$ cat src/rtl/mcu_bus_master_pkg.sv
// Shared constants for the MCU bus master: FSM encodings, address spaces
// and the RAM page mask.
package mcu_bus_master_pkg;

    localparam logic [1:0] ST_IDLE   = 2'd0;
    localparam logic [1:0] ST_SETUP  = 2'd1;
    localparam logic [1:0] ST_ACCESS = 2'd2;
    localparam logic [1:0] ST_DONE   = 2'd3;

    localparam logic SPACE_RAM = 1'b1;
    localparam logic SPACE_ROM = 1'b0;

    localparam logic [15:0] RAM_ADDR_MASK = 16'h00FF;

    function automatic logic [7:0] sel_byte(input logic [15:0] word, input logic idx);
        return idx ? word[15:8] : word[7:0];
    endfunction

endpackage

$ cat src/rtl/mcu_bus_addr_inc.sv
// Next byte address for multi-byte accesses; RAM/SFR space wraps within its
// 256-byte page, ROM space wraps across the full address range.
module mcu_bus_addr_inc
    import mcu_bus_master_pkg::*;
#(
    parameter int unsigned ADDR_W = 16
) (
    input  logic [ADDR_W-1:0] addr,
    input  logic              space,
    output logic [ADDR_W-1:0] addr_next
);

    always_comb begin
        addr_next = addr + ADDR_W'(1);
        if (space == SPACE_RAM) begin
            addr_next = {{(ADDR_W-8){1'b0}}, addr[7:0] + 8'd1};
        end
    end

endmodule

$ cat src/rtl/mcu_bus_master.sv
// CPU-side initiator for the MCU memory bus: turns one- or two-byte requests
// into registered byte bus cycles with programmable wait states.
//
// state  | meaning
// IDLE   | ready for a request
// SETUP  | address/data driven, strobes low
// ACCESS | strobe high for 1+WAIT_CYC cycles, read byte taken on the last one
// DONE   | one-cycle response pulse
module mcu_bus_master
    import mcu_bus_master_pkg::*;
#(
    parameter int unsigned WAIT_CYC = 0,
    parameter int unsigned ADDR_W   = 16
) (
    input  logic              clk,
    input  logic              reset,
    input  logic              req_valid,
    output logic              req_ready,
    input  logic              req_write,
    input  logic              req_ram,
    input  logic              req_len2,
    input  logic [ADDR_W-1:0] req_addr,
    input  logic [15:0]       req_wdata,
    output logic              resp_valid,
    output logic [15:0]       resp_rdata,
    output logic              resp_err,
    output logic [ADDR_W-1:0] addr_bus,
    output logic [7:0]        wdata_bus,
    input  logic [7:0]        rdata_bus,
    output logic              read_en,
    output logic              write_en,
    output logic              memory_select,
    output logic              busy
);

    localparam logic [ADDR_W-1:0] ADDR_MASK = ADDR_W'(RAM_ADDR_MASK);

    logic [1:0]        state_q, state_d;
    logic              write_q, write_d;
    logic              ram_q, ram_d;
    logic              len2_q, len2_d;
    logic              err_q, err_d;
    logic              idx_q, idx_d;
    logic [2:0]        wait_q, wait_d;
    logic [15:0]       wdata_q, wdata_d;
    logic [7:0]        byte0_q, byte0_d;
    logic [15:0]       resp_rdata_q, resp_rdata_d;
    logic              resp_valid_q, resp_valid_d;
    logic              resp_err_q, resp_err_d;
    logic [ADDR_W-1:0] addr_bus_q, addr_bus_d;
    logic [7:0]        wdata_bus_q, wdata_bus_d;
    logic              read_en_q, read_en_d;
    logic              write_en_q, write_en_d;
    logic              mem_sel_q, mem_sel_d;
    logic              req_ready_q, req_ready_d;
    logic              busy_q, busy_d;
    logic [ADDR_W-1:0] addr_next;
    logic              accept;

    mcu_bus_addr_inc #(.ADDR_W(ADDR_W)) u_addr_inc (
        .addr      (addr_bus_q),
        .space     (ram_q),
        .addr_next (addr_next)
    );

    assign accept = req_valid && req_ready_q;

    always_comb begin
        state_d      = state_q;
        write_d      = write_q;
        ram_d        = ram_q;
        len2_d       = len2_q;
        err_d        = err_q;
        idx_d        = idx_q;
        wait_d       = wait_q;
        wdata_d      = wdata_q;
        byte0_d      = byte0_q;
        resp_rdata_d = resp_rdata_q;
        addr_bus_d   = addr_bus_q;
        wdata_bus_d  = wdata_bus_q;
        mem_sel_d    = mem_sel_q;

        case (state_q)
            ST_IDLE: begin
                if (accept) begin
                    write_d = req_write;
                    ram_d   = req_ram;
                    len2_d  = req_len2;
                    wdata_d = req_wdata;
                    idx_d   = 1'b0;
                    err_d   = req_write && (req_ram == SPACE_ROM);
                    // A ROM write never reaches the bus, so the bus outputs keep their values.
                    if (err_d) begin
                        state_d = ST_DONE;
                    end else begin
                        state_d     = ST_SETUP;
                        addr_bus_d  = (req_ram == SPACE_RAM) ? (req_addr & ADDR_MASK) : req_addr;
                        mem_sel_d   = req_ram;
                        wdata_bus_d = sel_byte(req_wdata, 1'b0);
                    end
                end
            end
            ST_SETUP: begin
                state_d = ST_ACCESS;
                wait_d  = 3'(WAIT_CYC);
            end
            ST_ACCESS: begin
                if (wait_q != 3'd0) begin
                    wait_d = wait_q - 3'd1;
                end else begin
                    if (!write_q) begin
                        if (idx_q) begin
                            resp_rdata_d = {rdata_bus, byte0_q};
                        end else begin
                            byte0_d = rdata_bus;
                            if (!len2_q) begin
                                resp_rdata_d = {8'h00, rdata_bus};
                            end
                        end
                    end
                    if (len2_q && !idx_q) begin
                        idx_d       = 1'b1;
                        addr_bus_d  = addr_next;
                        wdata_bus_d = sel_byte(wdata_q, 1'b1);
                        state_d     = ST_SETUP;
                    end else begin
                        state_d = ST_DONE;
                    end
                end
            end
            default: begin
                state_d = ST_IDLE;
            end
        endcase

        // Every output is a flop computed from the next state.
        read_en_d    = (state_d == ST_ACCESS) && !write_d;
        write_en_d   = (state_d == ST_ACCESS) && write_d;
        resp_valid_d = (state_d == ST_DONE);
        resp_err_d   = (state_d == ST_DONE) && err_d;
        req_ready_d  = (state_d == ST_IDLE);
        busy_d       = (state_d != ST_IDLE);
    end

    always_ff @(posedge clk) begin
        if (!reset) begin
            state_q      <= ST_IDLE;
            write_q      <= 1'b0;
            ram_q        <= 1'b0;
            len2_q       <= 1'b0;
            err_q        <= 1'b0;
            idx_q        <= 1'b0;
            wait_q       <= 3'd0;
            wdata_q      <= 16'h0000;
            byte0_q      <= 8'h00;
            resp_rdata_q <= 16'h0000;
            resp_valid_q <= 1'b0;
            resp_err_q   <= 1'b0;
            addr_bus_q   <= '0;
            wdata_bus_q  <= 8'h00;
            read_en_q    <= 1'b0;
            write_en_q   <= 1'b0;
            mem_sel_q    <= 1'b0;
            req_ready_q  <= 1'b1;
            busy_q       <= 1'b0;
        end else begin
            state_q      <= state_d;
            write_q      <= write_d;
            ram_q        <= ram_d;
            len2_q       <= len2_d;
            err_q        <= err_d;
            idx_q        <= idx_d;
            wait_q       <= wait_d;
            wdata_q      <= wdata_d;
            byte0_q      <= byte0_d;
            resp_rdata_q <= resp_rdata_d;
            resp_valid_q <= resp_valid_d;
            resp_err_q   <= resp_err_d;
            addr_bus_q   <= addr_bus_d;
            wdata_bus_q  <= wdata_bus_d;
            read_en_q    <= read_en_d;
            write_en_q   <= write_en_d;
            mem_sel_q    <= mem_sel_d;
            req_ready_q  <= req_ready_d;
            busy_q       <= busy_d;
        end
    end

    assign req_ready     = req_ready_q;
    assign resp_valid    = resp_valid_q;
    assign resp_rdata    = resp_rdata_q;
    assign resp_err      = resp_err_q;
    assign addr_bus      = addr_bus_q;
    assign wdata_bus     = wdata_bus_q;
    assign read_en       = read_en_q;
    assign write_en      = write_en_q;
    assign memory_select = mem_sel_q;
    assign busy          = busy_q;

endmodule

$ cat config.mk
export PLATFORM = sky130hd
export DESIGN_NAME = mcu_bus_master
export DESIGN_NICKNAME = d
export VERILOG_FILES = /design/src/rtl/mcu_bus_master_pkg.sv /design/src/rtl/mcu_bus_addr_inc.sv /design/src/rtl/mcu_bus_master.sv
export SDC_FILE = /design/constraint.sdc
export NUM_CORES = 1
export LEC_CHECK = 0
export CORE_MARGIN = 2
export CORE_UTILIZATION = 40
export CTS_BUF_LIST = sky130_fd_sc_hd__clkbuf_2 sky130_fd_sc_hd__clkbuf_4 sky130_fd_sc_hd__clkbuf_8
export CTS_CLUSTER_DIAMETER = 120
export CTS_CLUSTER_SIZE = 24
export DETAILED_ROUTE_END_ITERATION = 6
export PLACE_DENSITY = 0.7
export REMOVE_ABC_BUFFERS = 1
export SYNTH_ARGS = -nofsm -noshare
export SYNTH_HDL_FRONTEND = slang
export SYNTH_SLANG_ARGS = --single-unit
$ cat constraint.sdc
create_clock -name clk -period 2.1 [get_ports clk]
set_input_delay 0.42 -clock clk [delete_from_list [all_inputs] [get_ports clk]]
set_output_delay 0.42 -clock clk [all_outputs]
set_load 0.02 [all_outputs]
==> results of run 1 <==
cell families (layout without fill, tap and decap cells):
family	after synthesis	after routing	synth area share, %
multiplexers	24	24	6.93
buffers and inverters	35	137	4.80
adder cells (fa/ha/maj)	3	3	1.08
flip-flops	73	73	42.2
AND/OR/NAND/NOR	163	163	24.1
AO/OA/AOI/OAI	101	101	20.9
per-stage QoR:
step,TNS [ps],instance area (um^2),hold WS [ps],total power (uW)
2_1_floorplan,-6900,3330,434,2340
3_3_place_gp,0,4600,442,2870
3_5_place_dp,-33.6,4600,447,2890
4_1_cts,0,4790,458,3980
5_1_grt,0,4790,484,4170
6_report,0,4790,456,3940
power by group through the flow:
stage / combinational [uW] / sequential (uW) / clock (uW)
after floorplan: 523 / 1810 / 0
after global placement: 1170 / 1700 / 0
after detailed placement: 1180 / 1710 / 0
after CTS: 1190 / 1680 / 1120
after global routing: 1290 / 1710 / 1170
final: 1180 / 1680 / 1080
final timing paths:
path                 end         from  slack (ps)
min          wdata_q[13]  wdata_q[13]         460
max reg2reg  addr_bus[0]    wait_q[0]         190
max          addr_bus[5]  addr_bus[5]         180
min reg2reg  wdata_q[13]  wdata_q[13]         460
registers in the layout, indices dropped and copies added, names as in the netlist:
signal / count
addr_bus: 16
busy: 1
byte0_q: 8
err_q: 1
idx_q: 1
len2_q: 1
memory_select: 1
ram_q: 1
read_en: 1
req_ready: 1
resp_err: 1
resp_rdata: 16
resp_valid: 1
state_q: 2
wait_q: 3
wdata_bus: 8
wdata_q: 8
write_en: 1
write_q: 1
layout by cell type, fill, tap and decap left out, types with 2 or more instances in the layout:
master                             n
sky130_fd_sc_hd__o21ai_0          16
sky130_fd_sc_hd__a22oi_1           8
sky130_fd_sc_hd__and4_1            2
sky130_fd_sc_hd__o21bai_1          3
sky130_fd_sc_hd__nand2b_1          2
sky130_fd_sc_hd__a21oi_1          30
sky130_fd_sc_hd__nor2_2            2
sky130_fd_sc_hd__a31oi_1           2
sky130_fd_sc_hd__clkinv_2          2
sky130_fd_sc_hd__nor4b_1           2
sky130_fd_sc_hd__dfxtp_1          73
sky130_fd_sc_hd__mux2i_1          24
sky130_fd_sc_hd__nor3_1            6
sky130_fd_sc_hd__a211oi_2          8
sky130_fd_sc_hd__and3_1            4
sky130_fd_sc_hd__nand3_1           6
sky130_fd_sc_hd__buf_12            4
sky130_fd_sc_hd__o211ai_1          2
sky130_fd_sc_hd__nand4_1           4
sky130_fd_sc_hd__nor4_1            5
sky130_fd_sc_hd__nor2b_1           4
sky130_fd_sc_hd__clkbuf_8         10
sky130_fd_sc_hd__inv_2             2
sky130_fd_sc_hd__clkdlybuf4s50_1  92
sky130_fd_sc_hd__buf_4            18
sky130_fd_sc_hd__and2_1           19
sky130_fd_sc_hd__o21ai_1           2
sky130_fd_sc_hd__inv_1             6
sky130_fd_sc_hd__nand2_1          53
sky130_fd_sc_hd__nor2_1           41
sky130_fd_sc_hd__ha_1              3
sky130_fd_sc_hd__o22ai_1           5
sky130_fd_sc_hd__o21a_1            5
sky130_fd_sc_hd__a311oi_1         10
synthesized netlist by cell type, drive strengths merged (9+ instances only):
| cell type | number |
|---|---|
| a211oi | 9 |
| a21oi | 30 |
| a311oi | 10 |
| and2 | 19 |
| buf | 15 |
| clkbuf | 12 |
| dfxtp | 73 |
| mux2i | 24 |
| nand2 | 53 |
| nor2 | 43 |
| o21ai | 18 |
layer usage:
metal	track usage, %	up-vias	wire length (um)
met5	0	-	0
met4	8.34	0	138
met3	3.74	10	631
met2	28.4	138	3880
met1	27.5	1497	4060
li1	-	1618	-
area by class of cell:
class,count,share of cell area (%)
clock buffer,10,2.87
clock inverter,5,1.18
inverter,8,0.627
multi-input combinational,291,38.4
sequential,73,30.5
tap,105,2.74
timing repair buffer,114,23.7
==> metrics.txt, run 1 <==
switching power 1260 uW; distinct cell type count after synthesis 57; Seq/Total Area, Yosys a little over two fifths; Vias/cell 5.38; Layout Area Growth over Synthesis 38.2%; Max-Cap Viols 0; number of synthesized register bits 73; final setup vio count 0; Slew @ Worst Pin around 450 ps; floorplan row count 33; number of flops mapped to enable cells by yosys 0; fin crit period around 1900 ps; Worst path max stage delay 670 ps; clock network latency to the later pin of the worst-skew pair about 350 ps; number of global-route vias before repair roughly 3,100; share of post-route cells with drive strength above 1 11.8%; most used flip-flop cell after synthesis sky130_fd_sc_hd__dfxtp_1; Worst path top cell family by delay buffers and inverters; Setup crit start kind flop; cell type contributing the most total cell area after synthesis sky130_fd_sc_hd__dfxtp_1; relative contribution of the clock network to total power around 28%; post-route non-filler standard cell count roughly 610; outcome finished clean; number of cells traversed by the worst hold path 2; drt initial violations 180; GPL Wtd Cong between 0.8 and 0.9; final count of pins violating max slew 0; slowest library cell on the worst path sky130_fd_sc_hd__clkdlybuf4s50_1; post-synthesis average cell area 8.69 um^2; routed vias 3,263; top-area cell type share of the netlist area 42.2%; overall fraction of global-route tracks in use 19.3%; Pint between 2000 and 3000 uW; CP Buf/Inv Count 1; CP Data Required Time approximately 1700 ps; initial standard-cell utilization of the core 41.8%; setup bufs post-CTS 0; number of H-tree levels 3; worst setup path category reg2out; setup slack after layout 175 ps; worst path arrival time ~1500 ps; global-route wire length before repair approximately 15 mm; pre-CTS setup slack -25.5 ps; Die Span X ~97 um; Sw Ratio 32.0%; cell leakage power approximately 0.0017 uW; maximum number of pins on one net before global-route repair 29; part of the power in combinational logic 29.9%; number of nets with antenna violations after detailed routing 0; VDD IR max between 0.3 and 0.4 mV; Top Ports 93; Hold Path Class reg2reg; post-DP HPWL approximately 6.3 mm; layout net count around 550; DIE AREA around 9400 um^2; cell total after placement between 500 and 600; Root Driver sky130_fd_sc_hd__clkbuf_8; gate count of the mapped netlist 399; input/output buffers a little over 90; area of combinational cells with multiple inputs between 1500 and 2000 um^2; kind of end point of the critical path primary output; proportion of power drawn by flip-flops and latches a little over two fifths; Slew headroom ~70%; number of hold violations in the final report 0; share of async-settable or async-resettable flops after synthesis 0%; logic depth of the worst register-to-register path 7; Filler Cells Inserted between 700 and 800; power density relative to cell area between 800 and 900 nW/um^2; total core area ~8300 um^2; first-pass iteration count of the detailed router 5; cell-by-cell trace of the critical path clkdlybuf4s50_1; top cells by area, synth sky130_fd_sc_hd__dfxtp_1, sky130_fd_sc_hd__mux2i_1, sky130_fd_sc_hd__nand2_1; post-CTS resize count 0; RSZ-0062 raised after global routing false; total global routing overflow 0; logic depth of the worst setup path including buffers 1; overall die height between 90 and 100 um; CTS Buffer Depth 2; DRC violation count after routing 0; count of yosys warnings during synthesis 0; storage element area between 1000 and 1500 um^2; Final Routed Wirelength ~8.7 mm; number of antenna violations at the first check in global routing 0; per-cell routed wire length approximately 14 um; diode count 0; share of the clock period used by the worst path after layout 91.7%; synthesized cell area around 3500 um^2; Util after Layout roughly 58%; CTS Buf Count 9; TritonCTS clock tree built; hold buffer count at cts 0; clock edge transition at the registers on the reported setup and hold paths roughly 70 ps; Fmax achieved about 520 MHz; number of sinks on the clock net 73; Worst Skew ~7.3 ps; maximum fanout along the worst path 8
Note: power is estimated with default switching activity, not from simulation.
==> run 2: changes to the inputs <==
--- a/config.mk
+++ b/config.mk
@@ -11,6 +11,7 @@
 export CTS_CLUSTER_DIAMETER = 120
 export CTS_CLUSTER_SIZE = 24
 export DETAILED_ROUTE_END_ITERATION = 6
+export GPL_ROUTABILITY_DRIVEN = 1
 export PLACE_DENSITY = 0.7
 export REMOVE_ABC_BUFFERS = 1
 export SYNTH_ARGS = -nofsm -noshare
==> results of run 2 <==
The final DEF is identical to that of run 1; final timing and power are the same.
==> run 3: changes to the inputs <==
--- a/config.mk
+++ b/config.mk
@@ -5,7 +5,7 @@
 export SDC_FILE = /design/constraint.sdc
 export NUM_CORES = 1
 export LEC_CHECK = 0
-export CORE_MARGIN = 2
+export CORE_MARGIN = 5
 export CORE_UTILIZATION = 40
 export CTS_BUF_LIST = sky130_fd_sc_hd__clkbuf_2 sky130_fd_sc_hd__clkbuf_4 sky130_fd_sc_hd__clkbuf_8
 export CTS_CLUSTER_DIAMETER = 120
==> run 3 against run 2 <==
  * Largest cell class unchanged
  * Sequential power hardly changed
  * Cell area grew 0.55%
  * Power grew 3.6%
  * Count of clock-buffer cells in the layout grew 2
  * Sequential cell count unchanged
  * Critical path type unchanged
  * Worst setup slack lost 15 ps
  * Critical endpoint is now addr_bus[8]
  * Non-clock buffer count grew 1
  * Sequential share of layout area shrank 0.17 points
  * First-iteration DRC count fell by 18%
  * Via count fell by 2.6%
==> metrics.txt, run 3 (synthesis results as in run 1) <==
outcome finished clean; total global routing overflow 0; Final TNS setup 0 ps; part of the power in combinational logic 29.4%; Fmax achieved 516 MHz; Hold Path Class reg2reg; Die Span X roughly 100 um; worst path arrival time around 1500 ps; diode count 0; maximum number of pins on one net before global-route repair 28; Worst path top cell family by delay buffers and inverters; Sw Ratio between 30% and 40%; maximum fanout along the worst path 9; initial standard-cell utilization of the core about two fifths; slack of the worst reg-to-reg path 210 ps; Max-Cap Viols 0; hold buffer count at cts 0; worst setup path category reg2out; number of nets with antenna violations after detailed routing 0; number of H-tree levels 3; Layout Area Growth over Synthesis 39.0%; post-DP HPWL roughly 6.5 mm; number of global-route vias before repair between 3,000 and 4,000; Root Driver sky130_fd_sc_hd__clkbuf_8; Top Ports 93; number of antenna violations at the first check in global routing 0; Worst Skew ~7.0 ps; Final Routed Wirelength between 8 and 9 mm; overall die height between 100 and 150 um; total core area ~8600 um^2; pre-CTS setup slack ~58 ps; setup slack after layout roughly 160 ps; CP Data Required Time 1680 ps; number of sinks on the clock net between 70 and 80; Setup crit start kind flop; floorplan row count 34; GPL Wtd Cong about 0.84; routed vias between 3,000 and 4,000; input/output buffers between 90 and 100; cell leakage power about 0.0017 uW; VDD IR max about 0.39 mV; drt initial violations about 150; per-cell routed wire length around 15 um; RSZ-0062 raised after global routing false; power density relative to cell area 847 nW/um^2; Slew headroom 71.0%; clock edge transition at the registers on the reported setup and hold paths about 70 ps; switching power between 1000 and 1500 uW; overall fraction of global-route tracks in use between 10% and 20%; Vias/cell between 5 and 6; number of hold violations in the final report 0; commonest non-fill, non-tap cell in the layout sky130_fd_sc_hd__clkdlybuf4s50_1; cell-by-cell trace of the critical path clkdlybuf4s50_1; DRC violation count after routing 0; kind of end point of the critical path primary output; final count of pins violating max slew 0; first-pass iteration count of the detailed router 4; share of the clock period used by the worst path after layout 92.4%; TritonCTS clock tree built; final setup vio count 0; CTS Buf Count 9; share of post-route cells with drive strength above 1 a little under an eighth; layout net count 547; post-CTS resize count 0; Pint 2840 uW; CTS Buffer Depth 2; relative contribution of the clock network to total power between 20% and 30%; commonest non-fill, non-tap cells in the layout sky130_fd_sc_hd__clkdlybuf4s50_1, sky130_fd_sc_hd__dfxtp_1, sky130_fd_sc_hd__nand2_1, sky130_fd_sc_hd__nor2_1, sky130_fd_sc_hd__a21oi_1; proportion of power drawn by flip-flops and latches about two fifths; Worst path max stage delay 680 ps; fin crit period 1940 ps; slowest library cell on the worst path sky130_fd_sc_hd__clkdlybuf4s50_1; setup bufs post-CTS 0; clock network latency to the later pin of the worst-skew pair 330 ps; CP Buf/Inv Count 1; global-route wire length before repair roughly 14 mm; DIE AREA 10,600 um^2; Slew @ Worst Pin around 430 ps
[run 3: worst paths after layout]
check | end | cells after the start | from
setup / recovery | addr_bus[8] | 1 | addr_bus[8]
hold / removal | wdata_q[8] | 2 | wdata_q[8]
setup reg to reg | addr_bus[0] | 7 | wait_q[0]
hold reg to reg | wdata_q[8] | 2 | wdata_q[8]
[run 3: power groups by stage]
stage                     logic, uW  registers [uW]  clock network [uW]
after global routing           1310            1700                1290
after global placement         1180            1700                   0
after detailed placement       1200            1700                   0
final                          1200            1680                1210
after floorplan                 523            1810                   0
after CTS                      1210            1670                1240
[run 3: routing by layer]
metal / global-route usage (%) / share of wire, % / up-vias
met3: 2.98 / 5.7 / 6
met1: 23.0 / 47 / 1468
li1: - / - / 1612
met5: 0 / 0 / -
met4: 5.58 / 0.60 / 0
met2: 27.3 / 47 / 91
[run 3: cell type report]
type | count | area, um^2
fill | 792 | 3780
multi-input combinational | 291 | 1840
sequential | 73 | 1460
timing repair buffer | 115 | 1130
clock buffer | 12 | 153
tap | 108 | 135
clock inverter | 3 | 65.1
inverter | 8 | 30.0
[run 3: per-stage QoR]
stage / std cells / power, uW / area [um^2] / hold slack, ps / util (%)
4_1_cts: 610 / 4120 / 4810 / 457 / 56.0
2_1_floorplan: 372 / 2340 / 3330 / 434 / -
3_5_place_dp: 595 / 2900 / 4600 / 447 / 53.5
3_3_place_gp: 595 / 2890 / 4600 / 445 / 53.5
5_1_grt: 610 / 4300 / 4820 / 473 / 56.1
6_report: 610 / 4080 / 4820 / 457 / 56.1
